$ cat config.mk
export PLATFORM = sky130hd
export DESIGN_NAME = stage_decode
export DESIGN_NICKNAME = d
export VERILOG_FILES = /design/src/rtl/mips_pkg.sv /design/src/rtl/regfile.sv /design/src/rtl/stage_decode.sv
export SDC_FILE = /design/constraint.sdc
export NUM_CORES = 2
export LEC_CHECK = 0
export BUFFER_PORTS_ARGS = -buffer_cell sky130_fd_sc_hd__buf_2
export CORE_UTILIZATION = 65
export DETAILED_ROUTE_END_ITERATION = 12
export PLACE_DENSITY = 0.83
export SETUP_SLACK_MARGIN = 0.02
export SLEW_MARGIN = 25
export SYNTH_ARGS = -nofsm -noshare
export SYNTH_HDL_FRONTEND = slang
export SYNTH_SLANG_ARGS = --single-unit
export TNS_END_PERCENT = 50
$ cat constraint.sdc
create_clock -name clk -period 3.72 [get_ports clk]
set_input_delay 0.744 -clock clk [delete_from_list [all_inputs] [get_ports clk]]
set_output_delay 0.744 -clock clk [all_outputs]
set_load 0.05 [all_outputs]
$ cat src/rtl/mips_pkg.sv
// Shared MIPS core definitions: instruction field positions, the NOP encoding
// and the ID/EX pipeline register layout.
package mips_pkg;

    localparam int XLEN = 32;
    localparam logic [XLEN-1:0] NOP = 32'h0000_0000;

    localparam int RS_HI  = 25;
    localparam int RS_LO  = 21;
    localparam int RT_HI  = 20;
    localparam int RT_LO  = 16;
    localparam int RD_HI  = 15;
    localparam int RD_LO  = 11;
    localparam int IMM_HI = 15;
    localparam int IMM_LO = 0;

    typedef logic [4:0] reg_addr_t;

    typedef struct packed {
        logic                   valid;
        logic [XLEN-1:0]        pcplus4;
        logic [XLEN-1:0]        rd1;
        logic [XLEN-1:0]        rd2;
        logic signed [XLEN-1:0] signimm;
        reg_addr_t              rs;
        reg_addr_t              rt;
        reg_addr_t              rd;
    } id_ex_t;

endpackage

$ cat src/rtl/regfile.sv
// 32-entry register file: one synchronous write port, two combinational read
// ports that bypass the write data when reading the register being written.
module regfile
    import mips_pkg::*;
#(
    parameter int WIDTH = 32,
    parameter int NREGS = 32
) (
    input  logic             clk,
    input  logic             reset,
    input  logic             we,
    input  reg_addr_t        wa,
    input  logic [WIDTH-1:0] wd,
    input  reg_addr_t        ra1,
    input  reg_addr_t        ra2,
    output logic [WIDTH-1:0] rd1,
    output logic [WIDTH-1:0] rd2
);

    logic [WIDTH-1:0] mem [NREGS];

    always_ff @(posedge clk) begin
        if (reset) begin
            for (int i = 0; i < NREGS; i++) begin
                mem[i] <= '0;
            end
        end else if (we && (wa != '0)) begin
            mem[wa] <= wd;
        end
    end

    // $0 is hard-wired; the bypass stands in for a write-first-half/read-second-half file
    assign rd1 = (ra1 == '0)             ? '0 :
                 (we && (wa == ra1))     ? wd : mem[ra1];
    assign rd2 = (ra2 == '0)             ? '0 :
                 (we && (wa == ra2))     ? wd : mem[ra2];

endmodule

$ cat src/rtl/stage_decode.sv
// Decode stage: IF/ID register, register file with WB bypass, sign extension
// and the ID/EX register feeding the execute datapath.
module stage_decode
    import mips_pkg::*;
#(
    parameter int WIDTH = 32,
    parameter int NREGS = 32
) (
    input  logic             clk,
    input  logic             reset,
    input  logic [WIDTH-1:0] instr_F,
    input  logic [WIDTH-1:0] pcplus4_F,
    input  logic             stall_D,
    input  logic             flush_D,
    input  logic             flush_E,
    input  logic             REGWRITE_WB,
    input  reg_addr_t        writereg_WB,
    input  logic [WIDTH-1:0] result_WB,
    output logic [WIDTH-1:0] instr_D,
    output logic [WIDTH-1:0] pcplus4_E,
    output logic [WIDTH-1:0] rd1_E,
    output logic [WIDTH-1:0] rd2_E,
    output logic [WIDTH-1:0] signimm_E,
    output reg_addr_t        rs_E,
    output reg_addr_t        rt_E,
    output reg_addr_t        rd_E,
    output logic             valid_E
);

    function automatic logic signed [WIDTH-1:0] sign_extend(input logic [15:0] imm);
        return {{(WIDTH-16){imm[15]}}, imm};
    endfunction

    logic [WIDTH-1:0] pcplus4_D;
    logic             valid_D;
    logic [WIDTH-1:0] rd1_D;
    logic [WIDTH-1:0] rd2_D;
    id_ex_t           id_ex_d;
    id_ex_t           id_ex_q;

    // IF/ID boundary
    always_ff @(posedge clk) begin
        if (reset || flush_D) begin
            instr_D   <= NOP;
            pcplus4_D <= '0;
            valid_D   <= 1'b0;
        end else if (!stall_D) begin
            instr_D   <= instr_F;
            pcplus4_D <= pcplus4_F;
            valid_D   <= 1'b1;
        end
    end

    regfile #(
        .WIDTH(WIDTH),
        .NREGS(NREGS)
    ) u_regfile (
        .clk   (clk),
        .reset (reset),
        .we    (REGWRITE_WB),
        .wa    (writereg_WB),
        .wd    (result_WB),
        .ra1   (instr_D[RS_HI:RS_LO]),
        .ra2   (instr_D[RT_HI:RT_LO]),
        .rd1   (rd1_D),
        .rd2   (rd2_D)
    );

    always_comb begin
        id_ex_d         = '0;
        id_ex_d.valid   = valid_D;
        id_ex_d.pcplus4 = pcplus4_D;
        id_ex_d.rd1     = rd1_D;
        id_ex_d.rd2     = rd2_D;
        id_ex_d.signimm = sign_extend(instr_D[IMM_HI:IMM_LO]);
        id_ex_d.rs      = instr_D[RS_HI:RS_LO];
        id_ex_d.rt      = instr_D[RT_HI:RT_LO];
        id_ex_d.rd      = instr_D[RD_HI:RD_LO];
    end

    // ID/EX boundary: stall_D deliberately does not hold this register
    always_ff @(posedge clk) begin
        if (reset || flush_E) begin
            id_ex_q <= '0;
        end else begin
            id_ex_q <= id_ex_d;
        end
    end

    assign pcplus4_E = id_ex_q.pcplus4;
    assign rd1_E     = id_ex_q.rd1;
    assign rd2_E     = id_ex_q.rd2;
    assign signimm_E = id_ex_q.signimm;
    assign rs_E      = id_ex_q.rs;
    assign rt_E      = id_ex_q.rt;
    assign rd_E      = id_ex_q.rd;
    assign valid_E   = id_ex_q.valid;

endmodule

==> run summary <==
status -> finished clean
die span in y -> 307 um
Max FO, Critical Path -> 29
Setup CP Type -> flip-flop to flip-flop
cell taking the most area after synthesis -> edfxtp_1
Initial Util -> 0.658
clock root buffer -> clkbuf_16
Port Buf Inserts -> 282
vias per inst -> 7.27
Post-CTS Resized -> 0
hold path depth -> 3
Crit. End Element -> flip-flop
IO Pins -> 283
fin crit share -> 0.943
FF-to-FF End -> rd1_E[17]
CTS max path bufs -> 3
CTS buffer count -> 121
remaining antenna violation count -> 0
Vias -> 41,681
Post-synth top flop -> edfxtp_1
syn avg cell area -> 14.5 um^2
clk slew on worst S/H paths -> 0.06 ns
CP startpoint -> instr_D[23]
Cells after Synth -> 4,172
startpoint types -> flip-flop
Rel. slew slack -> 0.147
Hold Path Class -> input port to flip-flop
Clock Latency Late Sink -> 0.73 ns
worst setup margin -> 0.214 ns
Placer Congestion -> 0.955
power share of the clock group -> 0.407
Area contributors post-synth -> edfxtp_1 (51%), mux4_2 (15%), and2_1 (11%)
Post-synth EDFFs -> 1,024
peak per-stage delay on the critical path -> 1.06 ns
Logic pwr share -> 0.093
internal power -> 24.1 mW
setup TNS -> 0 ns
share of post-route cells with drive strength above 1 -> 0.283
wire per inst -> 34.7 um
Top delay family on crit path -> compound AO/OA/AOI/OAI gates
final setup fails -> 0
Fmax -> 285 MHz
total global-route track usage -> 0.421
Post-layout nets -> 4,476
Post-Syn Area -> 60,600 um^2
setup bufs post-CTS -> 0
worst slew pin tran -> 1.27 ns
critical path's slowest cell -> nor2b_2
#FFs+latches synth -> 1,212
hold_buf cts -> 0
VDD IR-drop max -> 0.000426 V
DRT Pass-1 Iters -> 8
core area -> 92,100 um^2
Hold Path Sink -> instr_D[22]
DP Worst Slack -> 0.224 ns
commonest non-fill, non-tap cell in the layout -> and2_1
clock sink count -> 1,212
1st-iter DRT viols -> 7,276
Overflow after GRT -> 0
Buffers & Inverters on Critical Path -> 1
Power Dens Cells -> 465 nW/um^2
Worst EP arrival -> 4.12 ns
top cell type's share of synthesized area -> 0.507
Layout area overhead -> 12.5%
min-delay src -> instr_F[22]
Routed WL -> 199 mm
NetSw -> 7.58 mW
most frequent cells in the layout -> and2_1 (1,051), edfxtp_1 (1,024), mux4_2 (397)
Switching Share -> 0.239
DR DRC count -> 0
htree depth -> 3
sequential-to-total area share from yosys stat -> 0.569
Reg2Reg Launch Point -> instr_D[23]
leakage power total -> 24.0 nW
crit path time final -> 3.51 ns
Die Wd -> 307 um
CTS tree -> built
die area -> 94,500 um^2
Async SR Flop Fraction -> 0
num rows -> 111
Final Hold Vio Count -> 0
initial antenna violation count -> 22
vias in the first global route -> 40,495
synth unique cells -> 48
Reg2Reg Depth -> 5
largest net degree at the start of global routing -> 66
first-pass GRT wire length -> 281 mm
RSZ-0062 raised after global routing -> no
Synth warnings -> 0
fin. max-slew vios -> 0
Max Cap Viol -> 0
Final Skew -> 0.0284 ns
reg-to-reg setup timing slack -> 0.21 ns
crit path cell chain -> nor2b_2 > a221oi_1 > a2111oi_1 > buf_4 > a21o_1
post-DP HPWL -> 122 mm
sequential power share -> 0.500
Critical Path RT -> 4.33 ns
per-layer routing:
metal	part of all wire	routed length (um)	GRT usage	vias up
met2	0.44	87100	0.618	4257
met3	0.17	34400	0.160	916
met5	0.00031	61	0	-
met4	0.070	14000	0.248	8
li1	-	-	-	16189
met1	0.32	63400	0.536	20311
worst min-delay path, delay by kind of cell:
| kind | cells | cell delay [ns] |
|---|---|---|
| buffers and inverters | 1 | 0.07 |
| and+or+nand+nor | 1 | 0.07 |
| muxes | 1 | 0.05 |
worst max path at each step:
stage | to | depth (start not counted)
2_1_floorplan | u_regfile.mem[28][0] | 6
3_3_place_gp | rd1_E[17] | 8
3_5_place_dp | rd1_E[17] | 8
4_1_cts | rd1_E[17] | 8
5_1_grt | rd1_E[17] | 8
6_report | rd1_E[17] | 5
cell usage after synthesis (10+ instances only):
library cell  instances
nor2_1              109
mux4_2              397
o22ai_1              39
mux2i_1             330
nor2b_1              10
nand3_1              14
a22oi_1              17
o221ai_1             72
a21o_1               34
a21oi_1              61
a221oi_1             34
xor2_1               10
nand2_1              53
or2_2                32
o21ai_0              10
a211oi_1             28
a221o_1              21
and2_1             1051
buf_4                64
buf_6                17
dfxtp_1             188
buf_2                71
clkbuf_1            276
a2111oi_0            19
a22o_1               29
mux2_2               84
edfxtp_1           1024
buf_1                21
power by group through the flow:
stage	sequential [mW]	combinational (mW)	clock, mW
floorplan	16.0	1.69	0
global placement	16.0	2.79	0
detailed placement	16.1	2.83	0
CTS	15.8	2.85	12.9
global route	15.9	3.02	13.3
finish	15.8	2.96	12.9
flip-flops by register name (all words and copies together) (netlist names):
name,count
rd1_E,32
instr_D,32
rt_E,5
pcplus4_E,32
pcplus4_D,32
valid_E,1
u_regfile.mem,1024
signimm_E,16
rd2_E,32
rs_E,5
valid_D,1
area by class of cell:
| type | count | area, um^2 |
|---|---|---|
| diodes | 18 | 45.0 |
| clock buffers | 148 | 3310 |
| clock inverters | 77 | 866 |
| fillers | 5493 | 23900 |
| inverters | 2 | 7.51 |
| multi-input cells | 2540 | 24300 |
| flip-flops and latches | 1212 | 34500 |
| well taps | 1243 | 1560 |
| repair buffers | 492 | 3480 |
cell families after synthesis:
kind of cell,Yosys count,synth area share
AO/OA/AOI/OAI,383,0.0480
flip-flops,1212,0.569
AND/OR/NAND/NOR,1304,0.128
other,1,0.0000619
XOR/XNOR,10,0.00144
buffers and inverters,451,0.0355
multiplexers,811,0.218
stage by stage:
step | instance area, um^2 | power [mW] | hold WS (ns) | util | instances
after floorplan | 60700 | 17.7 | 0.420 | - | 4203
after global placement | 63900 | 18.8 | 0.433 | 0.694 | 5489
after detailed placement | 63900 | 18.9 | 0.439 | 0.694 | 5489
after CTS | 68100 | 31.5 | 0.240 | 0.740 | 5714
after global routing | 68100 | 32.2 | 0.249 | 0.740 | 5724
final | 68200 | 31.7 | 0.251 | 0.740 | 5732
No activity file was read; power rests on OpenSTA's default activity.
